**src/rtl/rv32_mod_pc_ras.sv**
```systemverilog
// Fetch PC register with trap/redirect/sequential selection and a circular return-address stack.
// Latency: new PC appears on pc_current one cycle after the accepting edge; stall freezes PC and RAS.
module rv32_mod_pc_ras #(
  parameter int unsigned       XLEN         = 32,
  parameter logic [XLEN-1:0]   RESET_VECTOR = XLEN'(32'h1000_0000),
  parameter int unsigned       RAS_DEPTH    = 4,
  parameter int unsigned       C_EXT        = 1
) (
  input  logic            clk,
  input  logic            reset,
  input  logic            stall,
  input  logic            is_compressed,
  output logic [XLEN-1:0] pc_current,
  output logic [XLEN-1:0] pc_next,
  input  logic            trap_enable,
  input  logic [XLEN-1:0] trap_target,
  input  logic            redirect_enable,
  input  logic [XLEN-1:0] redirect_target,
  input  logic            ras_push,
  input  logic            ras_pop,
  output logic [XLEN-1:0] ras_top,
  output logic            ras_valid,
  output logic            target_misaligned
);

  localparam int unsigned PW = (RAS_DEPTH > 1) ? $clog2(RAS_DEPTH) : 1;
  localparam int unsigned CW = $clog2(RAS_DEPTH + 1);
  localparam logic [CW-1:0]   COUNT_FULL = CW'(RAS_DEPTH);
  localparam logic [XLEN-1:0] ALIGN_MASK = (C_EXT != 0) ? XLEN'(1) : XLEN'(3);

  logic [XLEN-1:0] pc_step;
  logic [XLEN-1:0] pc_load;
  logic            misaligned_load;

  logic [XLEN-1:0] ras_mem [RAS_DEPTH];
  logic [PW-1:0]   ras_ptr;
  logic [PW-1:0]   ras_ptr_nxt;
  logic [CW-1:0]   ras_count;
  logic [CW-1:0]   ras_count_nxt;
  logic            ras_we;
  logic [PW-1:0]   ras_waddr;
  logic            push_ok;
  logic            pop_ok;

  // Compressed step only exists when the C extension is built in.
  assign pc_step = ((C_EXT != 0) && is_compressed) ? XLEN'(2) : XLEN'(4);
  assign pc_next = pc_current + pc_step;

  always_comb begin
    pc_load         = pc_next;
    misaligned_load = 1'b0;
    if (trap_enable) begin
      pc_load         = trap_target & ~ALIGN_MASK;
      misaligned_load = |(trap_target & ALIGN_MASK);
    end else if (redirect_enable) begin
      pc_load         = redirect_target & ~ALIGN_MASK;
      misaligned_load = |(redirect_target & ALIGN_MASK);
    end
  end

  always_ff @(posedge clk) begin
    if (reset) begin
      pc_current        <= RESET_VECTOR;
      target_misaligned <= 1'b0;
    end else if (stall) begin
      target_misaligned <= 1'b0;
    end else begin
      pc_current        <= pc_load;
      target_misaligned <= misaligned_load;
    end
  end

  assign push_ok = ras_push && !stall && !reset;
  assign pop_ok  = ras_pop  && !stall && !reset;

  // Simultaneous push+pop replaces the top in place; on an empty stack it degrades to a push.
  always_comb begin
    ras_we        = 1'b0;
    ras_waddr     = ras_ptr;
    ras_ptr_nxt   = ras_ptr;
    ras_count_nxt = ras_count;
    if (push_ok && (!pop_ok || ras_count == '0)) begin
      ras_we      = 1'b1;
      ras_waddr   = ras_ptr + PW'(1);
      ras_ptr_nxt = ras_ptr + PW'(1);
      if (ras_count != COUNT_FULL) begin
        ras_count_nxt = ras_count + CW'(1);
      end
    end else if (push_ok && pop_ok) begin
      ras_we    = 1'b1;
      ras_waddr = ras_ptr;
    end else if (pop_ok && ras_count != '0) begin
      ras_ptr_nxt   = ras_ptr - PW'(1);
      ras_count_nxt = ras_count - CW'(1);
    end
  end

  always_ff @(posedge clk) begin
    if (reset) begin
      ras_ptr   <= '0;
      ras_count <= '0;
    end else begin
      ras_ptr   <= ras_ptr_nxt;
      ras_count <= ras_count_nxt;
    end
  end

  // Entry storage carries no reset; stale contents are masked by ras_valid.
  always_ff @(posedge clk) begin
    if (ras_we) begin
      ras_mem[ras_waddr] <= pc_next;
    end
  end

  assign ras_top   = ras_mem[ras_ptr];
  assign ras_valid = (ras_count != '0);

endmodule

```
**config.mk**
```make
export PLATFORM = sky130hd
export DESIGN_NAME = rv32_mod_pc_ras
export DESIGN_NICKNAME = d
export VERILOG_FILES = /design/src/rtl/rv32_mod_pc_ras.sv
export SDC_FILE = /design/constraint.sdc
export NUM_CORES = 1
export LEC_CHECK = 0
export ABC_AREA = 1
export BUFFER_PORTS_ARGS = -buffer_cell sky130_fd_sc_hd__buf_2
export CAP_MARGIN = 5
export CELL_PAD_IN_SITES_DETAIL_PLACEMENT = 1
export CELL_PAD_IN_SITES_GLOBAL_PLACEMENT = 2
export CORE_ASPECT_RATIO = 0.5
export CORE_UTILIZATION = 30
export DETAILED_ROUTE_END_ITERATION = 7
export PLACE_DENSITY = 0.88
export SLEW_MARGIN = 20
export SYNTH_ARGS = -nofsm -noshare
export SYNTH_HDL_FRONTEND = slang
export SYNTH_SLANG_ARGS = --single-unit
```
**constraint.sdc**
```tcl
create_clock -name clk -period 3.7 [get_ports clk]
set_input_delay 0.185 -clock clk [delete_from_list [all_inputs] [get_ports clk]]
set_output_delay 0.185 -clock clk [all_outputs]
set_load 0.03 [all_outputs]
```
# Word-level counts from Yosys, hierarchy flattened
# Memories as Yosys holds them, arrays and structs flattened. A register that Yosys moved wholly into a read port is not among the register bits.
# Cells that the tools add are included.
[op_classes] n_reduce_logical=17 addsub=5 mux=19 eq_ne=3
[ops] cell="$mux W32" count=2
[ops] cell="$add A32 B3 Y32" count=1
[ops] cell="$mux W3" count=5
[ops] cell="$mux W2" count=6
[ops] cell="$logic_and A1 B1 Y1" count=7
[ops] cell="$mux W1" count=6
[ops] cell="$add A3 B1 Y3 const B" count=1
[ops] cell="$logic_not A1 Y1" count=3
[ops] cell="$logic_not A3 Y1" count=1
[ops] cell="$ne A3 B3 Y1 const B" count=1
[ops] cell="$reduce_and A3 Y1" count=1
[ops] cell="$reduce_bool A3 Y1" count=1
[ops] cell="$sub A3 B1 Y3 const B" count=1
[ops] cell="$add A2 B1 Y2 const B" count=1
[ops] cell="$ne A2 B1 Y1 const B" count=1
[ops] cell="$ne A2 B2 Y1 const B" count=1
[ops] cell="$reduce_and A2 Y1" count=1
[ops] cell="$reduce_bool A2 Y1" count=1
[ops] cell="$reduce_or A2 Y1" count=1
[ops] cell="$sub A2 B1 Y2 const B" count=1
[ops] cell="$logic_or A1 B1 Y1" count=1
[word_totals] out_inout_bits=98 ram_bits=128 mem_count=1 word_cells=49 reg_bits=38
[mem_list] memory="ras_mem" depth=4 word_bits=32 read_ports=1 rd_ports_with_merged_regs=1 write_ports=1 line_no="35" text="logic [XLEN-1:0] ras_mem [RAS_DEPTH];"

# Longest topological paths before layout
# Gate-level depths: netlist (run 1).
[depth] depth_word=10 ltp_mapped=12 mapped_depth_nobuf=12

# Worst setup path before layout (run 1)
# Ideal clock, no wire load.
[synth_timing] path_kind="register to register" startpoint="reg ras_count[0]" endpoint="mem ras_mem[1][10], enable pin" n_path_buf=0 slack_ns=-0.212 required_time_ns=3.242 t_arrival_ns=3.455 stages_incl_launch_ff=8 path_cell_list="dfxtp_1 -> nor2_1 -> nand2_1 -> nand2_1 -> nand2_2 -> ha_1 -> inv_1 -> nor3_1"
[synth_via] elab_chain_cells=6 elab_cells_between_ends=7 classes_between="4 x mux; 3 x reduce/logical"
[synth_lines] element="start, declared" line_no="38" text="logic [CW-1:0] ras_count;"
[synth_lines] element="start signal, assigned" line_no="104" text="ras_count <= ras_count_nxt;"
[synth_lines] element="$logic_not A3 Y1 (*)" line_no="82" text="if (push_ok && (!pop_ok || ras_count == '0)) begin"
[synth_lines] element="$logic_or A1 B1 Y1 (*)" line_no="82"
[synth_lines] element="$logic_and A1 B1 Y1 (*)" line_no="82"
[synth_lines] element="$mux W1" line_no="82"
[synth_lines] element="$mux W1" line_no="110" text="if (ras_we) begin"
[synth_lines] element="$mux W1 (not written as such)" line_no="111" text="ras_mem[ras_waddr] <= pc_next;"
[synth_lines] element="end, declared" line_no="35"
# Mark *: on every way between the ends. The rest lies on a longest branch, timed or not.

# Final worst setup path (run 1)
[layout_timing] startpoint="reg pc_current[1]" endpoint="out pc_next[7]"
[layout_via] elab_chain_cells=1
[layout_lines] element="start, declared" line_no="13" text="output logic [XLEN-1:0] pc_current,"
[layout_lines] element="start signal, assigned" line_no="68" text="pc_current <= pc_load;"
[layout_lines] element="$add A32 B3 Y32" line_no="47" text="assign pc_next = pc_current + pc_step;"
[layout_lines] element="end, declared" line_no="14" text="output logic [XLEN-1:0] pc_next,"
# No other way between the ends.

==> results.toml, run 1 <==
[clock_tree]
cts_tree = "done"
cts_setup_buffers = 0
htree_levels = 4
cts_num_sinks = 163
cts_max_path_buffers = 2
cts_buffers = 17
cts_root_buf = "clkbuf_16"
path_clk_slew_ns = 0.08
clk_latency_ns = 0.44

[placed_design]
placed_cells = 1332
port_buffers = 166
gp_congestion = 0.852
dp_hpwl_microns = 18500

[synthesis]
yosysWarningCount = 0
netlist_top_cells_area = "edfxtp_1, dfxtp_1, nand2_1, nor2_1, o21ai_0"
yosys.area.top_type = "edfxtp_1"
synth_mux_area_share_pct = 0
synthXorXnorAreaFrac_pct = 1.24
yosysMostFrequentCell = "nand2_1"
ys_types = 38
ys_ff_latch = 163
synthSimpleGateAreaFrac_pct = 20.5
ys_async_sr_fraction_pct = 0
synth-edff-count = 124
synth-adder-area-share_pct = 1.16
synth_common_cells = "nand2_1, nor2_1, edfxtp_1"
synth_top_area_share_pct = 47.8
ys.flop_type = "edfxtp_1"
syn_inst = 853
synth_top_family_by_area = "simple AND/OR/NAND/NOR gates"
syn_area_sq_um = 7790
synth_compound_area_share_pct = 14.1
ys_seq_area_share_pct = 57.8
syn_avg_cell_area_sq_um = 9.13

[min_path]
min_path_cells = 3
hp-start = "redirect_target[0]"
hp-class = "primary input to flip-flop"

[critical_path]
crit_path_end_kind = "primary output"
arrival_ns = 2.62
timing.rr.start = "ras_count[0]"
ff2ff_path_depth = 9
startpoint = "pc_current[1]"
max_stage_delay_ns = 0.68
crit_chain = "ha_1 > fa_1 > nand2_2 > nor2_8 > nand2_4 > xnor2_1 > buf_2"
r2r_setup_slack_ns = 1.27
path_class = "flip-flop to primary output"
cp-start-kind = "flip-flop"
cp_max_fo = 6
worst_path_max_delay_cell = "xnor2_1"
critPathRequiredTime_ns = 3.51

[power]
finalPower_mw = 4.88
leakage_nw = 3.93
ir_worst_vdd_mv = 0.256
p_per_area_nw_per_um2 = 506

[detailed_routing]
wl_microns = 26500
drt_iter0_markers = 435
drc = 0
wl_per_cell_microns = 19.4
ant_nets = 0
drtPass1Iterations = 5
vias_per_cell = 4.94
vias = 6744

[sta]
hold_viol_final = 0
timing.hold.ws_ns = 0.0235
max_freq_ghz = 0.357
finalSetupViolCount = 0
setup-tns-final_ns = 0
min_period_ns = 2.80
finalCritPeriodShare_pct = 75.7
maxSlewHeadroom_pct = 34.3
grt_setup_unrepaired = "false"
worst_pin_slew_ns = 0.985
finClkSkew_ns = 0.0199
maxSlewViolCount = 0

[run]
maxCapViolCount = 0

[global_route]
grt_start_max_net_pins = 63
antenna_found_initial = 0
grt_pass1_wl_microns = 39400
grt_pass1_vias = 6784
grt_overflow_total = 0
track_usage_pct = 19.8

[floorplanning]
rows = 41
dieArea_sq_um = 26600
die_w_microns = 230
coreArea_sq_um = 25300
fp.dieH_microns = 116
ios = 170
start_util_pct = 30.7

[layout]
area_growth_pct = 23.9
n_antenna_cell = 0
final_nets = 1087
drive_gt1_share_pct = 24.6
instances_no_fill = 1366

[status]
status = "finished, final reports clean"
## through the flow
step                      instance area, sq um  utilization [%]  setup WS, ns
after floorplan                           7790                -        -0.212
after global placement                    8960             35.4          1.10
after detailed placement                  8960             35.4          1.00
after CTS                                 9650             38.1         0.902
after global routing                      9650             38.1         0.748
final                                     9650             38.1         0.898
## area by class of cell
cell class / count / area, sq um
clock inverter: 15 / 239
sequential: 163 / 4510
tap: 344 / 430
fill: 2984 / 15700
timing repair buffer: 178 / 926
multi-input combinational: 595 / 2910
inverter: 54 / 208
clock buffer: 17 / 425
## flip-flops by register name, indices dropped and copies added, names as in the netlist, named ones only
name / count
ras_mem: 124
ras_ptr: 2
target_misaligned: 1
ras_count: 3
pc_current: 31
## cell families after synthesis
kind of cell | Yosys count
flip-flops | 163
other | 1
AND/OR/NAND/NOR | 371
XOR/XNOR | 11
AO/OA/AOI/OAI | 204
adder cells (fa/ha/maj) | 6
buffers and inverters | 97
## where the power goes
group / total (mW) / internal [mW] / switching (mW)
registers: 2.10 / 2.04 / 0.0589
clock network: 1.98 / 1.11 / 0.871
logic: 0.798 / 0.209 / 0.588
total: 4.88 / 3.36 / 1.52
## cell usage in the layout (no fill, tap or decap), types with 4 or more instances in the layout
| cell type | count |
|---|---|
| nor3_2 | 4 |
| dfxtp_1 | 38 |
| buf_4 | 10 |
| clkinv_8 | 5 |
| a21oi_2 | 5 |
| nand2_2 | 11 |
| clkbuf_16 | 17 |
| a21oi_1 | 50 |
| o21ai_0 | 104 |
| edfxtp_1 | 124 |
| o22ai_1 | 32 |
| nand3_1 | 29 |
| xnor2_1 | 6 |
| nor2_2 | 8 |
| ha_1 | 4 |
| nand2_1 | 151 |
| nor2_1 | 150 |
| nor2_4 | 6 |
| inv_1 | 50 |
| inv_8 | 4 |
| o21ai_1 | 7 |
| xor2_1 | 5 |
| buf_2 | 166 |
## repair_timing
item	in CTS	in global routing
gates resized for setup	0	0
endpoints found under the hold margin	2	0
hold buffers	2	0
## worst max-delay path: cells and delay by family, from the launching register on
kind	cells	cell delay [ns]
XOR/XNOR	1	0.68
adder cells (fa/ha/maj)	2	0.47
flip-flops	1	0.36
AND/OR/NAND/NOR	3	0.34
buffers and inverters	1	0.33
## worst paths after layout
path / endpoint
setup / recovery: pc_next[7]
hold / removal: target_misaligned
setup reg to reg: ras_mem[2][28]
hold reg to reg: pc_current[1]
## metal layers
metal  vias to the layer above  GRT usage, %  wire length [microns]
met3                        36          3.08                    707
met1                      3388          25.3                  11900
met4                         0          6.31                    594
met5                         -             0                      0
met2                       103          34.7                  13300
li1                       3217             -                      -
No activity file was read; power rests on OpenSTA's default activity.
==> inputs of run 2 (changes only) <==
Clock period 3.7 ns to 2.3 ns, I/O delays scaled along.
==> run 2 against run 1 <==
Compared with the run above:
- clock skew decreased by 0.0040 ns
- via count increased by 4.3%
- setup slack got worse by 0.86 ns
- final cell count is 3.5% higher
- critical endpoint is now pc_next[19]
- largest power group unchanged
==> results.toml, run 2 (synthesis results as in run 1) <==
[sta]
max_freq_ghz = 0.442
fin_ws_ns = 0.0361
finalCritPeriodShare_pct = 98.4
hold_viol_final = 0
grt_setup_unrepaired = "true"
setup-tns-final_ns = 0
worst_pin_slew_ns = 0.628
finalSetupViolCount = 0
finClkSkew_ns = 0.0158
min_period_ns = 2.26
timing.hold.ws_ns = 0.00243
maxSlewHeadroom_pct = 58.1
maxSlewViolCount = 0

[layout]
final_cell_area_sq_um = 10400
final_nets = 1135
multi_input_area_sq_um = 3200
largestRegisters = "ras_mem (124), pc_current (31), ras_count (3)"
largest_register_ffs = 124
fillers = 2973
final_cell_mix = "nor2_1, buf_2, nand2_1"
n_antenna_cell = 0
top_register = "ras_mem"
regArea_sq_um = 4520
area_growth_pct = 34.1
drive_gt1_share_pct = 31.0
mostFrequentLayoutCell = "nor2_1"
utilization_pct = 41.2
instances_no_fill = 1414

[global_route]
grt_overflow_total = 0
grt_pass1_wl_microns = 41400
grt.met2_usage_pct = 36.3
track_usage_pct = 20.8
grt_use_met1_pct = 26.6
grt_start_max_net_pins = 63
antenna_found_initial = 1
grtUsageMet3_pct = 2.98
grt_pass1_vias = 7126
grt-busiest-layer = "met2"

[min_path]
hp-class = "primary input to flip-flop"
hp-start = "trap_target[2]"
whs_endpoint = "pc_current[2]"
min_path_cells = 3

[detailed_routing]
drtPass1Iterations = 5
ant_nets = 0
drt_iter0_markers = 471
vias = 7034
wl_microns = 28100
drc = 0
vias_per_cell = 4.97
wl_per_cell_microns = 19.9

[critical_path]
r2r_end = "ras_mem[3][29]"
crit_path_end_kind = "primary output"
timing.rr.start = "ras_count[1]"
max_stage_delay_ns = 0.37
r2r_setup_slack_ns = 0.23
ff2ff_path_depth = 9
path_class = "flip-flop to primary output"
crit_chain = "ha_4 > fa_2 > nand2_4 > nor2_8 > nand2_8 > nor2_8 > nand3b_1 > nand2_2 > buf_6"
worst_path_max_delay_cell = "dfxtp_4"
arrival_ns = 2.15
critPathRequiredTime_ns = 2.18
crit_top_cell = "nor2_8"
cp_max_fo = 5
cp-start-kind = "flip-flop"

[power]
p_per_area_nw_per_um2 = 742
ir_worst_vdd_mv = 0.407
leakage_nw = 4.21
finalPower_mw = 7.75

[placed_design]
placed_cells = 1345
port_buffers = 166
pre_cts_ws_ns = 0.131
gp_congestion = 0.844
placed_cell_area_sq_um = 9230
dp_hpwl_microns = 19300

[run]
maxCapViolCount = 0

[clock_tree]
clk_latency_ns = 0.43
path_clk_slew_ns = 0.07
htree_levels = 4
cts_root_buf = "clkbuf_16"
cts_max_path_buffers = 2
cts_buffers = 17
cts_tree = "done"
cts_num_sinks = 163

[floorplanning]
die_w_microns = 230
coreArea_sq_um = 25300
rows = 41
ios = 170
start_util_pct = 30.7
dieArea_sq_um = 26600
fp.dieH_microns = 116

[status]
status = "finished, final reports clean"
[run 2: worst max path at each step]
stage	start	to	slack (ns)
6_report	pc_current[1]	pc_next[19]	0.04
5_1_grt	pc_current[1]	pc_next[23]	-0.03
4_1_cts	pc_current[1]	pc_next[13]	-0.004
3_5_place_dp	pc_current[1]	pc_next[11]	0.13
3_3_place_gp	pc_current[1]	pc_next[11]	0.21
2_1_floorplan	ras_count[1]	ras_mem[3][10]	-0.14
[run 2: worst max-delay path: cells and delay by family (launching register included)]
family | cells | cell delay [ns]
simple gates | 6 | 0.84
fa+ha+maj | 2 | 0.37
buf+inv | 1 | 0.15
flops | 1 | 0.37
[run 2: what timing repair did]
action | 4_1_cts | 5_1_grt
endpoints found under the hold margin | 21 | 0
gates resized for setup | 52 | 31
setup endpoints to repair | 22 | 23
hold buffers | 21 | 0
buffers inserted | 8 | 8
pin swaps | 12 | 12
[run 2: final cells by class]
type	count	area share, %
flip-flops and latches	163	43.3
inverters	54	1.99
well taps	344	4.12
clock buffers	17	4.07
multi-input cells	595	30.6
clock inverters	15	1.74
repair buffers	226	14.2
[run 2: power breakdown]
group / total [mW] / internal, mW / switching, mW
combinational: 1.46 / 0.453 / 1.00
clock: 2.91 / 1.48 / 1.43
sequential: 3.38 / 3.28 / 0.100
total: 7.75 / 5.21 / 2.54
[run 2: metal layers]
metal | share of wire [%] | up-vias
met3 | 3.4 | 38
met1 | 44 | 3507
met5 | 0 | -
met4 | 2.6 | 0
met2 | 50 | 182
li1 | - | 3307
==> inputs of run 3 (changes only) <==
Settings changed: CELL_PAD_IN_SITES_GLOBAL_PLACEMENT 2 to 1, CORE_UTILIZATION 30 to 37, PLACE_DENSITY 0.88 to 0.87.
==> run 3 against run 2 <==
Compared with the run above:
- the flow now finishes with violations (design-rule violations, negative setup slack)
- via count rose by 23%
- register-to-register slack got worse by 0.39 ns
- setup slack worse by 0.19 ns
- routed wire length grew 44%
- highest routed layer unchanged
==> results.toml, run 3 (synthesis results as in run 1) <==
[status]
failed_checks = "design-rule violations, negative setup slack"
status = "finished with violations"

[layout]
area_growth_pct = 36.5
mostFrequentLayoutCell = "nor2_1"
final_nets = 1152
top_register = "ras_mem"
final_cell_area_sq_um = 10600
regArea_sq_um = 4520
final_cell_mix = "nor2_1, buf_2, edfxtp_1"
drive_gt1_share_pct = 33.8
utilization_pct = 51.6
largestRegisters = "ras_mem (124), pc_current (31), ras_count (3)"
fillers = 2285
instances_no_fill = 1364
multi_input_area_sq_um = 3290
largest_register_ffs = 124

[clock_tree]
clk_latency_ns = 0.45
cts_root_buf = "clkbuf_16"
cts_max_path_buffers = 2
cts_num_sinks = 163
cts_tree = "done"
htree_levels = 4
path_clk_slew_ns = 0.07
cts_buffers = 17

[detailed_routing]
vias_per_cell = 6.35
ant_nets = 0
drtPass1Iterations = 8
wl_microns = 40500
vias = 8668
drt_iter0_markers = 1243
drc = 3
wl_per_cell_microns = 29.7

[critical_path]
r2r_end = "pc_current[13]"
ff2ff_path_depth = 11
startpoint = "pc_current[1]"
timing.rr.start = "pc_current[1]"
path_class = "flip-flop to flip-flop"
r2r_setup_slack_ns = -0.16
arrival_ns = 2.76
cp-start-kind = "flip-flop"
cp_max_fo = 5
crit_path_end_kind = "flip-flop"
critPathRequiredTime_ns = 2.61
crit_path_end = "pc_current[13]"

[sta]
timing.hold.ws_ns = 0.0352
setup-tns-final_ns = -1.13
worst_pin_slew_ns = 1.01
hold_viol_final = 0
grt_setup_unrepaired = "true"
finalCritPeriodShare_pct = 107
finalSetupViolCount = 24
finClkSkew_ns = 0.0158
max_freq_ghz = 0.407
maxSlewViolCount = 0
maxSlewHeadroom_pct = 31.8
fin_ws_ns = -0.156
min_period_ns = 2.46

[floorplanning]
fp.dieH_microns = 105
coreArea_sq_um = 20600
dieArea_sq_um = 21700
ios = 170
rows = 37
die_w_microns = 207
start_util_pct = 37.8

[global_route]
track_usage_pct = 33.4
antenna_found_initial = 5
grt_pass1_wl_microns = 53400
grt_pass1_vias = 8321
grt_overflow_total = 0
grt_start_max_net_pins = 63

[placed_design]
placed_cells = 1275
placed_cell_area_sq_um = 9120
port_buffers = 166
dp_hpwl_microns = 19300
pre_cts_ws_ns = 0.110
gp_congestion = 0.864

[min_path]
hp-class = "primary input to flip-flop"

[power]
leakage_nw = 4.31
p_per_area_nw_per_um2 = 773
finalPower_mw = 8.22
ir_worst_vdd_mv = 0.604

[run]
maxCapViolCount = 0
[run 3: worst min-delay path by stage]
stage,slack [ns],depth (start not counted),from,to
4_1_cts,0.001,3,trap_target[12],pc_current[12]
5_1_grt,0.008,3,trap_target[19],pc_current[19]
6_report,0.04,3,trap_target[19],pc_current[19]
3_3_place_gp,0.36,3,trap_target[9],pc_current[9]
2_1_floorplan,0.20,1,reset,flip-flop
3_5_place_dp,0.37,3,trap_target[9],pc_current[9]
[run 3: cell type report]
class	count	area share, %
sequential	163	42.6
multi-input combinational	595	31.0
timing repair buffer	243	15.3
clock buffer	18	4.04
tap	273	3.21
inverter	54	1.97
clock inverter	14	1.79
antenna	4	0.0942
[run 3: power breakdown]
group	internal (mW)	switching, mW
logic	0.485	1.18
registers	3.28	0.133
clock network	1.66	1.48
[run 3: layer usage]
| metal | routed length (microns) | GRT usage (%) | share of wire [%] | vias to the layer above |
|---|---|---|---|---|
| li1 | - | - | - | 3352 |
| met1 | 14500 | 41.2 | 36 | 4088 |
| met2 | 17400 | 53.6 | 43 | 932 |
| met4 | 3140 | 17.9 | 7.7 | 0 |
| met5 | 0 | 0 | 0 | - |
| met3 | 5510 | 9.47 | 14 | 296 |
[run 3: worst max-delay path, cell delays in order, from the launching register on]
cell	delay, ns
dfxtp_2	0.35
ha_4	0.14
fa_2	0.23
nand2_4	0.08
nor2_8	0.20
inv_2	0.10
o21ai_1	0.28
nand2_2	0.21
buf_4	0.18
buf_4	0.16
o21ai_1	0.24
a21oi_1	0.12
[run 3: what timing repair did]
| item | CTS | global route |
|---|---|---|
| endpoints found under the hold margin | 23 | 0 |
| setup endpoints to repair | 25 | 28 |
| setup buffers | 14 | 15 |
| pin swaps | 18 | 25 |
| hold buffers | 24 | 0 |
| gates resized for setup | 70 | 65 |
